### config.mk
export PLATFORM = sky130hd
export DESIGN_NAME = tick_gen
export DESIGN_NICKNAME = d
export VERILOG_FILES = /design/src/rtl/tick_gen.sv
export SDC_FILE = /design/constraint.sdc
export NUM_CORES = 1
export LEC_CHECK = 0
export BUFFER_PORTS_ARGS = -buffer_cell sky130_fd_sc_hd__buf_2
export CAP_MARGIN = 10
export CORE_ASPECT_RATIO = 0.6
export CORE_UTILIZATION = 35
export CTS_CLUSTER_SIZE = 14
export DETAILED_ROUTE_END_ITERATION = 8
export SLEW_MARGIN = 20
export SYNTH_ARGS = -nofsm -noshare
export SYNTH_HDL_FRONTEND = slang
export SYNTH_SLANG_ARGS = --single-unit
### constraint.sdc
create_clock -name clk_i -period 1.8 [get_ports clk_i]
set_clock_uncertainty 0.15 [all_clocks]
set_input_delay 0.18 -clock clk_i [delete_from_list [all_inputs] [get_ports clk_i]]
set_output_delay 0.18 -clock clk_i [all_outputs]
set_load 0.1 [all_outputs]
### src/rtl/tick_gen.sv
// Multi-channel programmable tick generator: per-channel periodic or one-shot pulses, optional square wave (macro TICK_GEN_SQUARE_EN).
// Latency: tick_o/done_o/square_o are registered; a tick is visible one cycle after the edge where cnt matches divr.
// Backpressure: none; en_i gates counting, load_i/sync_i restart a channel and override counting.
module tick_gen #(
    parameter int NCH     = 3,
    parameter int W       = 16,
    parameter int DEF_DIV = 0
) (
    input  logic             clk_i,
    input  logic             rst_ni,
    input  logic [NCH-1:0]   en_i,
    input  logic [NCH-1:0]   oneshot_i,
    input  logic [NCH-1:0]   load_i,
    input  logic [NCH*W-1:0] div_i,
    input  logic             sync_i,
    output logic [NCH-1:0]   tick_o,
    output logic [NCH-1:0]   done_o,
    output logic [NCH-1:0]   square_o
);

    typedef enum logic [1:0] {
        ST_IDLE = 2'd0,
        ST_RUN  = 2'd1,
        ST_DONE = 2'd2
    } state_t;

    localparam logic [W-1:0] DEF_DIV_W = W'(DEF_DIV);

    state_t         state_q [NCH];
    state_t         state_d [NCH];
    logic [W-1:0]   cnt_q   [NCH];
    logic [W-1:0]   cnt_d   [NCH];
    logic [W-1:0]   divr_q  [NCH];
    logic [W-1:0]   divr_d  [NCH];
    logic [NCH-1:0] tick_d;
    logic [NCH-1:0] done_d;
    logic [NCH-1:0] restart;

    assign restart = load_i | {NCH{sync_i}};

    always_ff @(posedge clk_i or negedge rst_ni) begin
        if (!rst_ni) begin
            for (int k = 0; k < NCH; k++) begin
                state_q[k] <= ST_IDLE;
                cnt_q[k]   <= '0;
                divr_q[k]  <= DEF_DIV_W;
            end
            tick_o <= '0;
            done_o <= '0;
        end else begin
            for (int k = 0; k < NCH; k++) begin
                state_q[k] <= state_d[k];
                cnt_q[k]   <= cnt_d[k];
                divr_q[k]  <= divr_d[k];
            end
            tick_o <= tick_d;
            done_o <= done_d;
        end
    end

    // The edge that first samples en_i high already counts, so the first
    // tick lands divr+1 enabled edges after the channel leaves IDLE.
    always_comb begin
        for (int k = 0; k < NCH; k++) begin
            state_d[k] = state_q[k];
            cnt_d[k]   = cnt_q[k];
            divr_d[k]  = divr_q[k];
            tick_d[k]  = 1'b0;
            if (restart[k]) begin
                if (load_i[k]) begin
                    divr_d[k] = div_i[k*W +: W];
                end
                cnt_d[k]   = '0;
                state_d[k] = en_i[k] ? ST_RUN : ST_IDLE;
            end else begin
                unique case (state_q[k])
                    ST_IDLE, ST_RUN: begin
                        if (en_i[k]) begin
                            state_d[k] = ST_RUN;
                            if (cnt_q[k] == divr_q[k]) begin
                                cnt_d[k]  = '0;
                                tick_d[k] = 1'b1;
                                if (oneshot_i[k]) begin
                                    state_d[k] = ST_DONE;
                                end
                            end else begin
                                cnt_d[k] = cnt_q[k] + W'(1);
                            end
                        end else begin
                            state_d[k] = ST_IDLE;
                        end
                    end
                    ST_DONE: begin
                        cnt_d[k] = '0;
                    end
                    default: begin
                        state_d[k] = ST_IDLE;
                        cnt_d[k]   = '0;
                    end
                endcase
            end
            done_d[k] = (state_d[k] == ST_DONE);
        end
    end

`ifdef TICK_GEN_SQUARE_EN
    logic [NCH-1:0] sq_q;

    always_ff @(posedge clk_i or negedge rst_ni) begin
        if (!rst_ni) begin
            sq_q <= '0;
        end else begin
            sq_q <= (sq_q ^ tick_d) & ~restart;
        end
    end

    assign square_o = sq_q;
`else
    assign square_o = '0;
`endif

endmodule

Word level (Yosys, flattened, before mapping)
Cells that the tools add are included.
{ "totals": {"output_inout_bits": 9, "reg_bits": 108, "input_bits": 60} }
{ "op_classes": {"n_eq_ne": 15, "muxes": 42, "n_bitwise": 1, "addsub": 3, "n_reduce_logical": 9} }
{ "op_table": {"columns": ["op", "n"], "rows": [
  ["$mux 16", 12],
  ["$add 16x1->16 const B", 3],
  ["$eq 16x16->1", 3],
  ["$mux 2", 12],
  ["$mux 1", 15],
  ["$eq 2x2->1 const B", 6],
  ["$pmux 2 s2", 3],
  ["$ne 3x3->1 const B", 3],
  ["$eq 2x1->1 const B", 3],
  ["$logic_not 2->1", 3],
  ["$reduce_and 2->1", 3],
  ["$reduce_or 2->1", 3],
  ["$or 3x3->3", 1]
]} }

Longest topological paths before layout
{ "depth": {"depth_word": 6, "depth_mapped": 7, "mapped_depth_nobuf": 6} }

Least setup slack after synthesis
Ideal clock, no wire load.
{ "synth_timing": {"kind": "register to register", "start": "register cnt_q[16] (netlist name)", "end": "register cnt_q[28] (netlist name)", "t_arrival_ns": 1.604, "stages_incl_launch_ff": 7, "path_slack_ns": -0.035, "period_less_slack_ns": 1.835, "t_required_ns": 1.568, "n_path_buf": 0, "path_cell_list": "dfrtp_1 ha_1 nand3_1 nor2_1 nand2_1 or4b_1 a31oi_1"} }
{ "synth_between": {"elab_chain_len": 5, "word_cells_on_any_way": 6} }
{ "synth_lines": {"columns": ["item", "line", "source"], "rows": [
  ["start: declaration", "31", "logic [W-1:0] cnt_q [NCH];"],
  ["start signal: indexed assignment", "53", "cnt_q[k] <= cnt_d[k];"],
  ["$add 16x1->16 / $eq 16x16->1 (equally long branches)", "87, 80", null],
  ["$mux 16 (*)", "80", "if (cnt_q[k] == divr_q[k]) begin"],
  ["$mux 16 (*)", "78", "if (en_i[k]) begin"],
  ["$mux 16 (*)", "76", "unique case (state_q[k])"],
  ["$mux 16 (*)", "69", "if (restart[k]) begin"]
]} }
Every way passes the cells marked *; elsewhere a longest branch is shown, timed or not. The select of a mux whose other input is x is not followed.
A chain may end at the register's enable or synchronous reset.

Worst setup path in the final report
{ "layout_timing": {"start": "register cnt_q[27] (netlist name)", "end": "register cnt_q[28] (netlist name)"} }
Same word-level chain as after synthesis.

==> flow_summary_export.csv <==
group,metric,value,unit
sta,worst_slack,-0.188,ns
floorplan,die_x,162,um
synth,ys_warn_count,0,
global_route,grt_pass1_vias,4437,
floorplan,initial_core_util,36.5,%
cts,path_clk_slew,0.07,ns
synth,yosys.cell_count.top_type,"dfrtp_1",
synth,synth.area.top_cells,"dfrtp_1 (50%), mux2_2 (10%), xor2_1 (7.6%)",
floorplan,rows,34,
synth,yosys_register_bits,108,
synth,yosysSeqAreaShare,50.1,%
sta,rsz0062_at_grt,"true",
synth,synth-async-reset-ratio,100,%
power_and_ir_drop,p_comb_share,12.3,%
power_and_ir_drop,clkPwrFrac,37.5,%
finish,final_design_area_no_fill,7700,um^2
worst_setup_path,cp.required,1.91,ns
routing,drt-initial-drc-count,308,
floorplan,die_h,98.2,um
run,drv_cap,0,
worst_setup_path,cp.arrival,2.09,ns
worst_setup_path,crit_slowest_cell,"or4b_1",
worst_setup_path,max_stage_delay,0.47,ns
global_route,grt_max_degree,40,
sta,hold_slack,0.0169,ns
sta,slew_violations,0,
worst_setup_path,end_kind,"flip-flop",
synth,synth_edf_count,0,
cts,clkLatencyLatePin,0.35,ns
outcome,violations,"negative setup slack",
worst_hold_path,hold_class,"in -> reg",
place,place_ws,-0.210,ns
finish,nets,742,
worst_setup_path,crit_path_cell_trace,"xor2_1 -> nor4_2 -> nand4_1 -> buf_2 -> or4b_1 -> a31oi_2",
cts,numCtsBuffers,9,
global_route,grt_antenna_before_repair,0,
power_and_ir_drop,sw_frac_of_total,24.6,%
routing,dr.pass1.iters,4,
place,io_buffers,65,
power_and_ir_drop,pwr-share-seq,50.1,%
synth,synth_flop_cell,"dfrtp_1",
routing,ant_nets,0,
sta,finalCritPeriodShare,110,%
power_and_ir_drop,power_density,681,nW/um^2
worst_setup_path,crit_type,"reg -> reg",
synth,synth_largest_area_cell,"dfrtp_1",
synth,synthTopCellsByCount,"dfrtp_1 (108), mux2_2 (48), xor2_1 (47), nor2_1 (37), nand2_1 (29)",
synth,ys_types,56,
power_and_ir_drop,ir_drop,0.000379,V
floorplan,io_pins,69,
worst_setup_path,worst_setup_path_start_kind,"flip-flop",
synth,avgSynthCellArea,11.1,um^2
routing,wl_per_cell,16.0,um
floorplan,die_area,15900,um^2
cts,h-tree-depth,3,
finish,syn_to_final_growth,42.7,%
sta,finalSetupViolations,53,
global_route,grt_pass1_wl,23100,um
routing,routed_via_density,5.03,
routing,drc,0,
finish,n_antenna_cell,0,
global_route,overflow,0,
place,dp.cells,802,
sta,fin_tns_setup,-4.81,ns
sta,fin_crit,1.99,ns
outcome,status,"finished, violations left",
synth,synth_top_area_share,50.1,%
cts,cts.sinks,108,
synth,synthCells,486,
cts,clockBufferDepth,2,
place,gp_congestion,0.883,
power_and_ir_drop,p_sw,1.29,mW
power_and_ir_drop,p_int,3.95,mW
place,post_dp_cell_area,6430,um^2
finish,final_layout_size_suffix_gt1_share,43.6,%
sta,fmax,503,MHz
global_route,gr-usage-all-layers,18.5,%
place,dpl.hpwl,9830,um
routing,vias,4428,
worst_setup_path,cp_max_fo,6,
sta,hold_viol,0,
finish,final_cells,881,
synth,synth_area,5390,um^2
routing,drt_wl_total,14100,um
cts,cts-root-buf,"clkbuf_16",
power_and_ir_drop,leakage,3.30,nW
floorplan,core_area,14800,um^2
cts,cts_tree,"built",
cells by family after synthesis:
logic type               Yosys count  synth area share [%]
AO/OA/AOI/OAI                     45                  5.85
XOR/XNOR                          75                  12.3
other                              1                0.0695
flip-flops                       108                  50.1
buffers and inverters             33                  3.22
adder cells (fa/ha/maj)            3                 0.696
AND/OR/NAND/NOR                  173                  17.7
multiplexers                      48                  10.0
metal layers:
| layer | GRT usage [%] | share of wire [%] | vias to the layer above |
|---|---|---|---|
| met5 | 0 | 0 | - |
| met4 | 3.99 | 0.86 | 0 |
| met3 | 4.16 | 4.6 | 16 |
| met2 | 28.8 | 46 | 111 |
| met1 | 26.3 | 49 | 2201 |
| li1 | - | - | 2100 |
area by class of cell:
type,count,area [um^2]
clock buffers,9,225
clock inverters,6,63.8
fillers,1299,7060
inverters,9,33.8
multi-input cells,348,2870
flip-flops and latches,108,2710
well taps,198,248
repair buffers,203,1550
power groups by stage:
stage          Clock (mW)  Sequential (mW)  Combinational, mW
4_1_cts              2.03             2.63              0.624
5_1_grt              2.13             2.65              0.706
3_5_place_dp            0             2.68              0.522
2_1_floorplan           0             2.65              0.312
3_3_place_gp            0             2.67              0.505
6_report             1.97             2.63              0.646
worst max-delay path, delay by kind of cell, from the launching register on:
| kind | cells | cell delay [ns] |
|---|---|---|
| flops | 1 | 0.45 |
| xor+xnor | 1 | 0.19 |
| simple gates | 3 | 0.70 |
| compound gates | 1 | 0.18 |
| buf+inv | 1 | 0.22 |
timing repair:
action | in CTS | in global routing
setup endpoints to repair | 54 | 59
hold buffers | 49 | 1
hold endpoints to repair | 156 | 1
cloned | 2 | 1
setup buffers | 9 | 4
pin swaps | 47 | 27
resized for setup | 42 | 56
cells in the final DEF, fill, tap and decap left out, drive strengths merged, types with 10 or more instances in the layout:
master | netlist | layout
inv | 9 | 10
nand2 | 29 | 29
dfrtp | 108 | 108
xor2 | 47 | 47
mux2 | 48 | 48
nor2 | 37 | 37
a21oi | 11 | 11
buf | 15 | 153
nor4 | 14 | 14
dlygate4sd3 | 0 | 50
nand3 | 23 | 23
xnor2 | 28 | 28
nor3 | 11 | 11
nand4 | 25 | 25
registers in the layout, summed over array words and instances, names as in the netlist:
signal	cells
cnt_q	48
divr_q	48
done_o	3
state_q	6
tick_o	3
worst paths after layout:
check | depth (start not counted) | endpoint | slack, ns | start
hold reg to reg | 1 | divr_q[9] | 0.38 | divr_q[9]
setup reg to reg | 6 | cnt_q[28] | -0.19 | cnt_q[27]
hold / removal | 3 | cnt_q[1] | 0.02 | en_i[2]
min in group asynchronous | 2 | divr_q[32] | 0.11 | rst_ni
setup / recovery | 6 | cnt_q[28] | -0.19 | cnt_q[27]
max in group asynchronous | 3 | divr_q[38] | 0.83 | rst_ni
per-stage QoR:
| step | utilization, % | power (mW) |
|---|---|---|
| final | 52.1 | 5.24 |
| after detailed placement | 43.5 | 3.20 |
| after global placement | 43.5 | 3.18 |
| after global routing | 52.1 | 5.48 |
| after CTS | 50.4 | 5.29 |
| after floorplan | - | 2.96 |
Power figures use the tool's default switching activity.
